File: src/rtl/mem_port_arbiter.sv
// Two-requester arbiter for the single processor-side memory port.
// Round-robin with an optional lock; read data is routed back via a latency-matched owner tag pipeline.
module mem_port_arbiter #(
  parameter int ADDR_W = 15,
  parameter int DATA_W = 16,
  parameter int RD_LAT = 1
) (
  input  logic              clk,
  input  logic              reset,
  input  logic              a_req,
  input  logic              a_we,
  input  logic              a_lock,
  input  logic [ADDR_W-1:0] a_addr,
  input  logic [DATA_W-1:0] a_wdata,
  output logic              a_gnt,
  output logic              a_rvalid,
  output logic [DATA_W-1:0] a_rdata,
  input  logic              b_req,
  input  logic              b_we,
  input  logic              b_lock,
  input  logic [ADDR_W-1:0] b_addr,
  input  logic [DATA_W-1:0] b_wdata,
  output logic              b_gnt,
  output logic              b_rvalid,
  output logic [DATA_W-1:0] b_rdata,
  output logic [ADDR_W-1:0] mem_addr,
  output logic [DATA_W-1:0] mem_wdata,
  output logic              mem_we,
  input  logic [DATA_W-1:0] mem_rdata
);

  localparam logic ID_A = 1'b0;
  localparam logic ID_B = 1'b1;

  logic              last_id;
  logic              locked;
  logic              a_wins_tie;
  logic              accept;
  logic              sel_id;
  logic              sel_we;
  logic              sel_lock;
  logic [ADDR_W-1:0] sel_addr;
  logic [DATA_W-1:0] sel_wdata;
  logic [RD_LAT:0]   tag_valid;
  logic [RD_LAT:0]   tag_id;

  // Handshake: a requester holds req/we/lock/addr/wdata stable until it sees
  // gnt high at a rising edge; that edge accepts the command. gnt is
  // combinational, at most one is high, and a command may be taken every cycle.
  always_comb begin
    a_wins_tie = locked ? (last_id == ID_A) : (last_id == ID_B);
    a_gnt      = 1'b0;
    b_gnt      = 1'b0;
    if (!reset) begin
      a_gnt = a_req && (!b_req || a_wins_tie);
      b_gnt = b_req && !a_gnt;
    end
  end

  assign accept    = a_gnt | b_gnt;
  assign sel_id    = b_gnt ? ID_B : ID_A;
  assign sel_we    = b_gnt ? b_we : a_we;
  assign sel_lock  = b_gnt ? b_lock : a_lock;
  assign sel_addr  = b_gnt ? b_addr : a_addr;
  assign sel_wdata = b_gnt ? b_wdata : a_wdata;

  // Arbitration state only moves on a grant; a dropped lock holder keeps locked set.
  always_ff @(posedge clk) begin
    if (reset) begin
      last_id <= ID_B;
      locked  <= 1'b0;
    end else if (accept) begin
      last_id <= sel_id;
      locked  <= sel_lock;
    end
  end

  always_ff @(posedge clk) begin
    if (reset) begin
      mem_addr  <= '0;
      mem_wdata <= '0;
      mem_we    <= 1'b0;
    end else if (accept) begin
      mem_addr  <= sel_addr;
      mem_wdata <= sel_wdata;
      mem_we    <= sel_we;
    end else begin
      mem_we    <= 1'b0;
    end
  end

  // Stage k holds the tag of the command that was on mem_* k cycles ago.
  always_ff @(posedge clk) begin
    if (reset) begin
      tag_valid <= '0;
      tag_id    <= '0;
    end else begin
      tag_valid <= {tag_valid[RD_LAT-1:0], accept & ~sel_we};
      tag_id    <= {tag_id[RD_LAT-1:0], sel_id};
    end
  end

  assign a_rvalid = tag_valid[RD_LAT] && (tag_id[RD_LAT] == ID_A);
  assign b_rvalid = tag_valid[RD_LAT] && (tag_id[RD_LAT] == ID_B);
  assign a_rdata  = mem_rdata;
  assign b_rdata  = mem_rdata;

endmodule

File: config.mk
export PLATFORM = sky130hd
export DESIGN_NAME = mem_port_arbiter
export DESIGN_NICKNAME = d
export VERILOG_FILES = /design/src/rtl/mem_port_arbiter.sv
export SDC_FILE = /design/constraint.sdc
export NUM_CORES = 1
export LEC_CHECK = 0
export CAP_MARGIN = 25
export CELL_PAD_IN_SITES_DETAIL_PLACEMENT = 0
export CELL_PAD_IN_SITES_GLOBAL_PLACEMENT = 1
export CORE_AREA = 2 2 104 96
export DETAILED_ROUTE_END_ITERATION = 8
export DIE_AREA = 0 0 106 98
export GPL_TIMING_DRIVEN = 0
export PLACE_DENSITY = 0.95
export REMOVE_ABC_BUFFERS = 1
export SLEW_MARGIN = 25
export SYNTH_ARGS = -nofsm -noshare
export SYNTH_HDL_FRONTEND = slang
export SYNTH_SLANG_ARGS = --single-unit
File: constraint.sdc
create_clock -name clk -period 4.5 [get_ports clk]
set_input_delay 1.35 -clock clk [delete_from_list [all_inputs] [get_ports clk]]
set_output_delay 1.35 -clock clk [all_outputs]
set_load 0.01 [all_outputs]
==> impl_metrics.env <==
export IMPL_status="finished clean"
export IMPL_grt_first_pass_wirelength_um=13700
export IMPL_crit_type="in -> out"
export IMPL_stdcell_area_um2=3790
export IMPL_yosysSeqAreaShare=0.290
export IMPL_fp_dieH_um=98
export IMPL_end_kind="output pin"
export IMPL_drive_gt1_frac=0.275
export IMPL_drc_errors=0
export IMPL_max_freq_ghz=0.231
export IMPL_leakagePower_uw=0.00136
export IMPL_cts_buffers=5
export IMPL_ant_nets=0
export IMPL_syn_area_per_cell_um2=9.25
export IMPL_stdcell_count=472
export IMPL_start_util=0.279
export IMPL_grtUsageTotal=0.166
export IMPL_utilization=0.403
export IMPL_p_per_area_nw_per_um2=277
export IMPL_hp_class="reg -> reg"
export IMPL_drt_pass1_iterations=4
export IMPL_syn_to_final_growth_pct=44.1
export IMPL_slowest_stage="clkdlybuf4s50_1"
export IMPL_start_kind="input port"
export IMPL_mostFrequentLayoutCells="clkdlybuf4s50_1 (103), nor3_1 (58), nor3_2 (38), dfxtp_1 (38)"
export IMPL_cp_required_ns=3.15
export IMPL_synth_cell_types=21
export IMPL_fin_crit_ns=4.33
export IMPL_coreArea_um2=9400
export IMPL_dp_hpwl_um=6140
export IMPL_synthesis_area_um2=2630
export IMPL_place_congestion=0.655
export IMPL_cts_tree="yes"
export IMPL_grt_max_degree=34
export IMPL_num_nets_final=432
export IMPL_std_cell_rows=34
export IMPL_antenna_found_initial=0
export IMPL_fin_crit_sh=0.963
export IMPL_critPathMaxStageDelay_ns=0.55
export IMPL_cap_violations=0
export IMPL_peakVddDrop_mv=0.165
export IMPL_dp_cells=462
export IMPL_drt_iter0_markers=102
export IMPL_cts_root_buf="clkbuf_8"
export IMPL_clk_pin_slew_worst_paths_ns=0.08
export IMPL_diodes=0
export IMPL_cp_max_fo=10
export IMPL_path_cells="clkdlybuf4s50_1 -> nand2b_2 -> a21oi_1 -> clkdlybuf4s50_1"
export IMPL_worst_slew_pin_slew_ns=0.734
export IMPL_grt_setup_unrepaired="false"
export IMPL_finalHoldViolations=0
export IMPL_ctsHtreeMaxLevel=2
export IMPL_place_area_um2=3640
export IMPL_vias_per_cell=5.34
export IMPL_layout_commonest_cell="clkdlybuf4s50_1"
export IMPL_clock_latency_ns=0.30
export IMPL_die_area_um2=10400
export IMPL_clock_sinks=38
export IMPL_finalSetupViolCount=0
export IMPL_die_w_um=106
export IMPL_via_count=2519
export IMPL_overflow=0
export IMPL_synth_seq_cells=38
export IMPL_skew_ns=0.00849
export IMPL_cpLargestDelayFamily="buffers and inverters"
export IMPL_ys_warn_count=0
export IMPL_detail_route_wirelength_um=8860
export IMPL_slew_headroom=0.510
export IMPL_syn_inst=284
export IMPL_drt_wirelength_per_cell_um=18.8
export IMPL_io_buffers=105
export IMPL_critical_path_buf_inv_count=2
export IMPL_crit_top_cell="clkdlybuf4s50_1"
export IMPL_hold_ws_ns=0.444
export IMPL_clockBufferDepth=2
export IMPL_maxSlewViolCount=0
export IMPL_ios=154
export IMPL_worstPathArrival_ns=2.98
export IMPL_grt_pass1_vias=2652
[cell usage after synthesis, drive strengths merged]
cell type / n / area share
a211o: 2 / 0.0067
a21oi: 7 / 0.013
and2: 1 / 0.0024
buf: 46 / 0.13
clkbuf: 14 / 0.020
dfxtp: 38 / 0.29
inv: 3 / 0.0043
mux2: 32 / 0.14
nand2: 1 / 0.0014
nand2b: 4 / 0.0095
nor2b: 3 / 0.0071
nor3: 96 / 0.26
o211ai: 2 / 0.0057
o21ai: 1 / 0.0019
o221ai: 32 / 0.11
xnor2: 1 / 0.0062
xor2: 1 / 0.0062
[cell families (layout without fill, tap and decap cells)]
| group | count (synthesis) | in the layout | share of synthesized area |
|---|---|---|---|
| AO/OA/AOI/OAI | 44 | 44 | 0.134 |
| flip-flops | 38 | 38 | 0.290 |
| multiplexers | 32 | 32 | 0.137 |
| AND/OR/NAND/NOR | 105 | 105 | 0.276 |
| buffers and inverters | 63 | 125 | 0.151 |
| XOR/XNOR | 2 | 2 | 0.0124 |
[state kept, by name (all words and copies together) (netlist names)]
register and count:
last_id 1, mem_we 1, locked 1, tag_id 2, mem_addr 15, tag_valid 2
mem_wdata 16
[cell type report]
| cell class | instances | area, um^2 |
|---|---|---|
| Clock buffer | 6 | 82.6 |
| Fill cell | 927 | 5620 |
| Timing Repair Buffer | 115 | 1240 |
| Clock inverter | 1 | 30.0 |
| Multi-Input combinational cell | 183 | 1510 |
| Tap cell | 126 | 158 |
| Sequential cell | 38 | 761 |
| Inverter | 3 | 11.3 |
[path summary, 6_finish.rpt]
| check | start | end | slack [ns] | cells past startpoint |
|---|---|---|---|---|
| hold reg to reg | tag_valid[0]$_SDFF_PP0_ | tag_valid[1]$_SDFF_PP0_ | 0.44 | 1 |
| setup / recovery | reset | a_gnt | 0.17 | 4 |
| hold / removal | tag_valid[0]$_SDFF_PP0_ | tag_valid[1]$_SDFF_PP0_ | 0.44 | 1 |
| setup reg to reg | locked$_SDFFE_PP0P_ | mem_wdata[10]$_SDFFE_PP0P_ | 2.70 | 4 |
[repair_timing]
item,in CTS,in global routing
endpoints found under the setup margin,1,1
buffers inserted,0,3
hold buffers,0,0
gates resized for setup,1,1
[per-layer routing]
| layer | wire length, um | part of all wire | global-route usage | vias up |
|---|---|---|---|---|
| li1 | - | - | - | 1161 |
| met1 | 3720 | 0.42 | 0.186 | 1249 |
| met2 | 4370 | 0.49 | 0.295 | 104 |
| met3 | 727 | 0.082 | 0.0701 | 5 |
| met4 | 42 | 0.0047 | 0.0344 | 0 |
| met5 | 0 | 0 | 0.00952 | - |
[per-stage QoR]
stage	setup WS (ns)	total power, uW	TNS [ns]
3_3_place_gp	-2.45	705	-32.20
4_1_cts	0.0387	1060	0
3_5_place_dp	-0.134	744	-0.134
2_1_floorplan	0.794	531	0
6_report	0.168	1050	0
5_1_grt	0.0762	1100	0
[power by group]
group / leakage (uW) / internal (uW) / switching, uW
combinational: 0.000984 / 190 / 163
sequential: 0.000317 / 367 / 18.5
clock: 0.0000573 / 178 / 134
Power figures use the tool's default switching activity.
